$ cat src/rtl/dda_pkg.sv
// Shared defaults and segment sizing for the DDA segment queue.
package dda_pkg;

    localparam int DDA_DW     = 32;
    localparam int DDA_N_AXES = 4;
    localparam int DDA_DEPTH  = 8;

    // One segment word: time, then all positions, then all velocities.
    function automatic int seg_width(input int n_axes, input int dw);
        return n_axes * 2 * dw + dw;
    endfunction

endpackage

$ cat src/rtl/dda_seg_queue_if.sv
// Segment channel from the queue head to the DDA core (valid/ready).
interface dda_seg_queue_if
    import dda_pkg::*;
#(
    parameter int DW     = DDA_DW,
    parameter int N_AXES = DDA_N_AXES
);

    logic                   seg_valid;
    logic                   seg_ready;
    logic [DW-1:0]          seg_time;
    logic [N_AXES*DW-1:0]   seg_position;
    logic [N_AXES*DW-1:0]   seg_velocity;

    modport master (
        output seg_valid,
        output seg_time,
        output seg_position,
        output seg_velocity,
        input  seg_ready
    );

    modport slave (
        input  seg_valid,
        input  seg_time,
        input  seg_position,
        input  seg_velocity,
        output seg_ready
    );

endinterface

$ cat src/rtl/dda_seg_fifo.sv
// Generic synchronous FIFO with flush and show-ahead read data.
module dda_seg_fifo
    import dda_pkg::*;
#(
    parameter int WIDTH    = 8,
    parameter int DEPTH    = DDA_DEPTH,
    parameter int LVL_BITS = 4
) (
    input  logic                clk,
    input  logic                reset,
    input  logic                wr_en,
    input  logic                rd_en,
    input  logic                flush,
    input  logic [WIDTH-1:0]    wr_data,
    output logic [WIDTH-1:0]    rd_data,
    output logic [LVL_BITS-1:0] level,
    output logic                full,
    output logic                empty,
    output logic                pop
);

    localparam int PTR_W = LVL_BITS - 1;

    logic [WIDTH-1:0] mem [DEPTH];
    logic [PTR_W-1:0] wr_ptr;
    logic [PTR_W-1:0] rd_ptr;
    logic             push;

    assign full    = (level == LVL_BITS'(DEPTH));
    assign empty   = (level == '0);
    assign pop     = rd_en && !empty;
    // A pop in the same cycle frees a slot, so a full FIFO can still accept.
    assign push    = wr_en && (!full || pop);
    assign rd_data = mem[rd_ptr];

    // Storage write; flush suppresses the write along with everything else.
    always_ff @(posedge clk or negedge reset) begin
        if (!reset) begin
            for (int i = 0; i < DEPTH; i++) begin
                mem[i] <= '0;
            end
        end else if (push && !flush) begin
            mem[wr_ptr] <= wr_data;
        end
    end

    // Pointers wrap naturally at DEPTH (power of two); level tracks occupancy.
    always_ff @(posedge clk or negedge reset) begin
        if (!reset) begin
            wr_ptr <= '0;
            rd_ptr <= '0;
            level  <= '0;
        end else if (flush) begin
            wr_ptr <= '0;
            rd_ptr <= '0;
            level  <= '0;
        end else begin
            if (push) begin
                wr_ptr <= wr_ptr + PTR_W'(1);
            end
            if (pop) begin
                rd_ptr <= rd_ptr + PTR_W'(1);
            end
            case ({push, pop})
                2'b10:   level <= level + LVL_BITS'(1);
                2'b01:   level <= level - LVL_BITS'(1);
                default: level <= level;
            endcase
        end
    end

endmodule

$ cat src/rtl/dda_seg_queue.sv
// Host staging registers feeding a queue of motion segments for the DDA core.
module dda_seg_queue
    import dda_pkg::*;
#(
    parameter int DW        = DDA_DW,
    parameter int N_AXES    = DDA_N_AXES,
    parameter int AXIS_BITS = 2,
    parameter int DEPTH     = DDA_DEPTH,
    parameter int LVL_BITS  = 4
) (
    input  logic                 clk,
    input  logic                 reset,
    input  logic [DW-1:0]        data_in,
    input  logic [AXIS_BITS-1:0] axis_sel,
    input  logic                 set_target_time,
    input  logic                 set_target_position,
    input  logic                 set_target_velocity,
    input  logic                 commit,
    input  logic                 flush,
    input  logic                 clear_err,
    dda_seg_queue_if.master      seg_if,
    output logic [LVL_BITS-1:0]  level,
    output logic                 full,
    output logic                 empty,
    output logic                 overflow
);

    localparam int SEG_W   = seg_width(N_AXES, DW);
    localparam int POS_LSB = DW;
    localparam int VEL_LSB = DW + N_AXES * DW;

    logic [DW-1:0]     stage_time;
    logic [DW-1:0]     stage_pos [N_AXES];
    logic [DW-1:0]     stage_vel [N_AXES];
    logic [N_AXES-1:0] axis_hit;
    logic [SEG_W-1:0]  stage_word;
    logic [SEG_W-1:0]  head_word;
    logic              fifo_pop;

    // Axis decode; selects beyond N_AXES hit nothing and are ignored.
    always_comb begin
        axis_hit = '0;
        for (int k = 0; k < N_AXES; k++) begin
            if (axis_sel == AXIS_BITS'(k)) begin
                axis_hit[k] = 1'b1;
            end
        end
    end

    // Staging registers; commit and flush never touch them.
    always_ff @(posedge clk or negedge reset) begin
        if (!reset) begin
            stage_time <= '0;
            for (int k = 0; k < N_AXES; k++) begin
                stage_pos[k] <= '0;
                stage_vel[k] <= '0;
            end
        end else begin
            if (set_target_time) begin
                stage_time <= data_in;
            end
            for (int k = 0; k < N_AXES; k++) begin
                if (set_target_position && axis_hit[k]) begin
                    stage_pos[k] <= data_in;
                end
                if (set_target_velocity && axis_hit[k]) begin
                    stage_vel[k] <= data_in;
                end
            end
        end
    end

    // Flatten staging into one FIFO word (pre-edge values, so same-cycle writes go to the next segment).
    always_comb begin
        stage_word = '0;
        stage_word[DW-1:0] = stage_time;
        for (int k = 0; k < N_AXES; k++) begin
            stage_word[POS_LSB + k*DW +: DW] = stage_pos[k];
            stage_word[VEL_LSB + k*DW +: DW] = stage_vel[k];
        end
    end

    dda_seg_fifo #(
        .WIDTH    (SEG_W),
        .DEPTH    (DEPTH),
        .LVL_BITS (LVL_BITS)
    ) u_fifo (
        .clk     (clk),
        .reset   (reset),
        .wr_en   (commit),
        .rd_en   (seg_if.seg_ready),
        .flush   (flush),
        .wr_data (stage_word),
        .rd_data (head_word),
        .level   (level),
        .full    (full),
        .empty   (empty),
        .pop     (fifo_pop)
    );

    // Sticky drop flag; a drop in the same cycle as clear_err keeps it set.
    always_ff @(posedge clk or negedge reset) begin
        if (!reset) begin
            overflow <= 1'b0;
        end else if (commit && full && !fifo_pop) begin
            overflow <= 1'b1;
        end else if (clear_err) begin
            overflow <= 1'b0;
        end
    end

    assign seg_if.seg_valid    = !empty;
    assign seg_if.seg_time     = head_word[DW-1:0];
    assign seg_if.seg_position = head_word[POS_LSB +: N_AXES*DW];
    assign seg_if.seg_velocity = head_word[VEL_LSB +: N_AXES*DW];

endmodule

$ cat src/flat_wrapper.sv
// flat-port wrapper written by rule: the top's interface ports become plain ports
module dda_seg_queue_flat import dda_pkg::*;
#(
    parameter int DW        = DDA_DW,
    parameter int N_AXES    = DDA_N_AXES,
    parameter int AXIS_BITS = 2,
    parameter int DEPTH     = DDA_DEPTH,
    parameter int LVL_BITS  = 4
)
  (clk, reset, data_in, axis_sel, set_target_time, set_target_position, set_target_velocity, commit, flush, clear_err, level, full, empty, overflow, seg_if_seg_valid, seg_if_seg_time, seg_if_seg_position, seg_if_seg_velocity, seg_if_seg_ready);
  dda_seg_queue_if #(.DW(DW), .N_AXES(N_AXES)) seg_if_i ();
  input  logic clk;
  input  logic reset;
  input  logic [DW-1:0] data_in;
  input  logic [AXIS_BITS-1:0] axis_sel;
  input  logic set_target_time;
  input  logic set_target_position;
  input  logic set_target_velocity;
  input  logic commit;
  input  logic flush;
  input  logic clear_err;
  output logic [LVL_BITS-1:0] level;
  output logic full;
  output logic empty;
  output logic overflow;
  output wire logic [$bits(seg_if_i.seg_valid)-1:0] seg_if_seg_valid;
  output wire logic [$bits(seg_if_i.seg_time)-1:0] seg_if_seg_time;
  output wire logic [$bits(seg_if_i.seg_position)-1:0] seg_if_seg_position;
  output wire logic [$bits(seg_if_i.seg_velocity)-1:0] seg_if_seg_velocity;
  input wire logic [$bits(seg_if_i.seg_ready)-1:0] seg_if_seg_ready;
  assign seg_if_seg_valid = seg_if_i.seg_valid;
  assign seg_if_seg_time = seg_if_i.seg_time;
  assign seg_if_seg_position = seg_if_i.seg_position;
  assign seg_if_seg_velocity = seg_if_i.seg_velocity;
  assign seg_if_i.seg_ready = seg_if_seg_ready;
  dda_seg_queue #(.DW(DW), .N_AXES(N_AXES), .AXIS_BITS(AXIS_BITS), .DEPTH(DEPTH), .LVL_BITS(LVL_BITS)) u_core (.clk(clk), .reset(reset), .data_in(data_in), .axis_sel(axis_sel), .set_target_time(set_target_time), .set_target_position(set_target_position), .set_target_velocity(set_target_velocity), .commit(commit), .flush(flush), .clear_err(clear_err), .seg_if(seg_if_i), .level(level), .full(full), .empty(empty), .overflow(overflow));
endmodule
$ cat config.mk
export PLATFORM = sky130hd
export DESIGN_NAME = dda_seg_queue_flat
export DESIGN_NICKNAME = d
export VERILOG_FILES = /design/src/rtl/dda_pkg.sv /design/src/rtl/dda_seg_queue_if.sv /design/src/rtl/dda_seg_fifo.sv /design/src/rtl/dda_seg_queue.sv /design/src/flat_wrapper.sv
export SDC_FILE = /design/constraint.sdc
export NUM_CORES = 2
export LEC_CHECK = 0
export CORE_MARGIN = 1.5
export CORE_UTILIZATION = 50
export DETAILED_ROUTE_END_ITERATION = 7
export GPL_TIMING_DRIVEN = 0
export HOLD_SLACK_MARGIN = 0.15
export PLACE_DENSITY_LB_ADDON = 0.12
export SYNTH_ARGS = -nofsm -noshare
export SYNTH_HDL_FRONTEND = slang
export SYNTH_SLANG_ARGS = --single-unit
$ cat constraint.sdc
create_clock -name clk -period 5.3 [get_ports clk]
set_input_delay 1.06 -clock clk [delete_from_list [all_inputs] [get_ports clk]]
set_output_delay 1.06 -clock clk [all_outputs]
set_load 0.1 [all_outputs]
==> flow_summary_export.csv <==
group,metric,value,unit
synth,synth_cell_type_count,38,
layout,fin_nets,7314,
place,dp_hpwl,197,mm
timing,max_freq,0.191,GHz
synth,synth-simple-area-share,0.300,%
setup_path,criticalPathCategory,"reg -> out",
setup_path,cp_slowest_cell,"dlygate4sd2_1",
setup_path,critical_path_arrival,4180,ps
timing,slew_viol_final,0,
setup_path,cp_cell_sequence,"clkbuf_2 -> clkbuf_1 -> mux2_2 -> dlygate4sd2_1",
setup_path,worstPathRequired,4240,ps
clocking,cts_tree,"yes",
timing,final-setup-viol-count,0,
setup_path,slowest_delay,860,ps
timing,rsz0062_at_grt,"true",
flow_run,maxCapViolCount,0,
clocking,cts_made_buffers,296,
grt,antenna_found_initial,44,
worst_hold_path,min_path_cells,2,
timing,tightest_slew,1100,ps
floorplan,start_util,50.3,%
setup_path,ff2ff_setup_slack,2170,ps
clocking,max-clock-path-buffers,4,
setup_path,cp.depth,4,
setup_path,start_kind,"flop",
worst_hold_path,hp-class,"in -> reg",
timing,post-route-min-period,5240,ps
layout,drive_gt1_share,55.2,%
power_and_ir_drop,p_leak,61.3,nW
synth,synth_ff_type,"dfrtp_1",
clocking,clk_latency,930,ps
synth,synth-seq-cells,2603,
timing,finalHoldViolations,0,
synth,synth_edf_count,0,
grt,grt_usage,27.0,%
synth,syn_area,114000,um^2
clocking,cts_sinks,2603,
setup_path,r2r-start,"u_core.u_fifo.level[1]",
grt,grt_pass1_vias,66500,
status,status,"finished clean",
setup_path,cp-end-kind,"output pin",
routing,drtIter0Drc,3974,
clocking,clkTransAtPathRegs,60,ps
routing,drc,0,
floorplan,fp.dieH,481,um
layout,syn_to_final_growth,15.3,%
power_and_ir_drop,p_total,78.9,mW
timing,fin_skew,32.9,ps
setup_path,r2r_end,"u_core.u_fifo.mem[840]",
routing,wire_per_inst,29.3,um
synth,synth-adder-area-share,0.0438,%
floorplan,io_pins,339,
floorplan,die_area,232000,um^2
place,io_buffer_count,335,
grt,overflow,0,
routing,avgViaCountPerCell,5.90,
timing,slew_headroom,26.9,%
layout,fin_util,58.0,%
setup_path,crit_family,"buffers and inverters",
setup_path,r2r_cells,8,
synth,synth_top_family_by_area,"multiplexers",
synth,muxShareOfSynthArea,39.7,%
setup_path,path_max_fanout,11,
floorplan,rows,175,
synth,async_flop_share,100,%
place,gp_congestion,0.771,
synth,synth_area_per_cell,17.3,um^2
synth,synthCells,6590,
grt,grt_max_degree,188,
routing,drt_wl_total,308,mm
floorplan,die_w,481,um
setup_path,critPathCapture,"seg_if_seg_velocity[53]",
layout,nFillCells,17600,
grt,grt_pass1_wl,455,mm
synth,synth-compound-area-share,0.105,%
setup_path,crit_buf_inv,3,
clocking,cts_root_buf,"clkbuf_16",
synth,yosysSeqAreaShare,57.0,%
power_and_ir_drop,powerDensity,598,nW/um^2
floorplan,core,227000,um^2
synth,synthesis.nets,6637,
power_and_ir_drop,ir_drop,1070,uV
timing,fin_crit_sh,98.9,%
routing,vias,62000,
clocking,post_cts_buffers,0,
clocking,htree_num_levels,5,
synth,synth_xor_area_share,0.0383,%
setup_path,crit_start,"u_core.u_fifo.rd_ptr[2]",
routing,ant_nets,0,
synth,yosysWarnings,0,
routing,drtPass1Iterations,5,
[power breakdown]
| part | leakage [nW] | internal [mW] | switching [mW] | total (mW) |
|---|---|---|---|---|
| sequential | 34.1 | 24.3 | 2.84 | 27.2 |
| combinational | 22.7 | 10.7 | 21.4 | 32.1 |
| clock | 4.54 | 11.5 | 8.00 | 19.5 |
[Yosys cell counts, types with 2 or more instances]
library cell  instances  area (um^2)
dfrtp_1            2603        65100
mux2_2             2480        27900
mux4_2              576        13000
mux2_1              401         4520
buf_6               142         1600
clkbuf_1            112          420
buf_2                92          460
buf_4                69          518
buf_1                28          105
inv_1                 8         30.0
nor2_1                8         30.0
a21oi_1               6         30.0
nand3b_1              6         45.0
nand3_1               5         25.0
buf_12                4         80.1
ha_1                  4         50.1
nand2_1               4         15.0
nand3_4               4         70.1
nor3_1                4         20.0
nor3b_1               4         30.0
nand2b_1              3         18.8
o211ai_1              3         22.5
o21ai_0               3         15.0
xor2_1                3         26.3
nand4_4               2         42.5
o21a_1                2         15.0
or3_1                 2         12.5
xnor2_1               2         17.5
[cell usage in the layout, fill, tap and decap left out, types with 3 or more instances in the layout]
master           instances
o211ai_1                 3
buf_12                  25
clkbuf_2                52
dlygate4sd2_1          109
buf_16                  21
nand2b_1                 3
o21ai_0                  3
nand3b_1                 6
diode_2                 34
clkbuf_16              307
mux2_2                2480
clkbuf_1               125
bufinv_16                4
inv_6                    3
nor3_1                   4
nand2_1                  4
clkinvlp_4               5
mux4_2                 576
nand3_4                  4
a21oi_1                  6
inv_1                    8
clkinv_2                44
mux2_1                 401
nor2_1                   8
clkbuf_8                62
buf_2                  131
clkdlybuf4s15_2        179
ha_1                     4
buf_6                  142
xor2_1                   3
clkbuf_4                 6
dfrtp_1               2602
buf_4                   70
buf_1                   18
clkdlybuf4s50_1         14
nand3_1                  5
[per-stage QoR]
stage               area (um^2)  hold slack (ps)  setup slack, ps  TNS, ps  instances
floorplan                114000              459             1070        0       6590
global placement         121000              468          -111340        -       9934
detailed placement       122000              475             -630  -134570       9976
CTS                      132000              428             4.20        0      10500
global route             132000              446            -2.04    -2.04      10500
finish                   132000              482             58.7        0      10500
[layout make-up]
cell class / instances / area (um^2) / share of cell area, %
sequential: 2603 / 65100 / 49.4
multi-input combinational: 3532 / 46000 / 34.9
clock buffer: 438 / 8750 / 6.64
timing repair buffer: 380 / 4330 / 3.29
tap: 3009 / 3760 / 2.86
buffer: 446 / 3300 / 2.50
clock inverter: 57 / 413 / 0.313
antenna: 34 / 85.1 / 0.0646
inverter: 8 / 30.0 / 0.0228
[worst min path at each step]
stage,end,slack (ps),start
after floorplan,u_core.u_fifo.mem[355],460,u_core.u_fifo.mem[355]
after global placement,u_core.u_fifo.mem[456],470,u_core.u_fifo.mem[456]
after detailed placement,u_core.u_fifo.mem[414],480,u_core.u_fifo.mem[414]
after CTS,u_core.stage_vel[74],430,data_in[10]
after global routing,u_core.stage_vel[74],450,data_in[10]
final,u_core.stage_vel[74],480,data_in[10]
[worst reg2reg max path, stage by stage (launching register included)]
cell and delay, ps:
dfrtp_1 370, buf_2 170, or4b_4 580, o21ai_1 260, or3_1 160, buf_4 290, buf_4 460, buf_4 330
mux2_2 370
[sequential cells by signal, indices dropped and copies added, names as in the netlist]
name                  cells
u_core.overflow           1
u_core.stage_pos        128
u_core.stage_time        32
u_core.stage_vel        128
u_core.u_fifo.level       4
u_core.u_fifo.mem      2304
u_core.u_fifo.rd_ptr      3
u_core.u_fifo.wr_ptr      3
[metal layers]
| metal | track usage (%) | wire [um] | share of wire, % | up-vias |
|---|---|---|---|---|
| met5 | 0 | 21 | 0.0068 | - |
| met4 | 8.86 | 11000 | 3.6 | 4 |
| met3 | 4.49 | 16200 | 5.3 | 483 |
| met2 | 43.3 | 147000 | 48 | 1341 |
| met1 | 37.6 | 133000 | 43 | 33900 |
| li1 | - | - | - | 26200 |
[kinds of logic (layout without fill, tap and decap cells)]
kind of cell    after synthesis  after routing
mux                        3458           3458
flops                      2603           2603
buf+inv                     455           1329
simple gates                 46             46
compound gates               19             19
xor+xnor                      5              5
fa+ha+maj                     4              4
other cells                   0             34
[repair_timing]
| item | 4_1_cts | 5_1_grt |
|---|---|---|
| gates resized for setup | 718 | 5 |
| hold buffers | 1 | 0 |
| endpoints found under the hold margin | 77 | 0 |
| cloned | 0 | 2 |
| setup endpoints to repair | 288 | 353 |
Note: power is estimated with default switching activity, not from simulation.
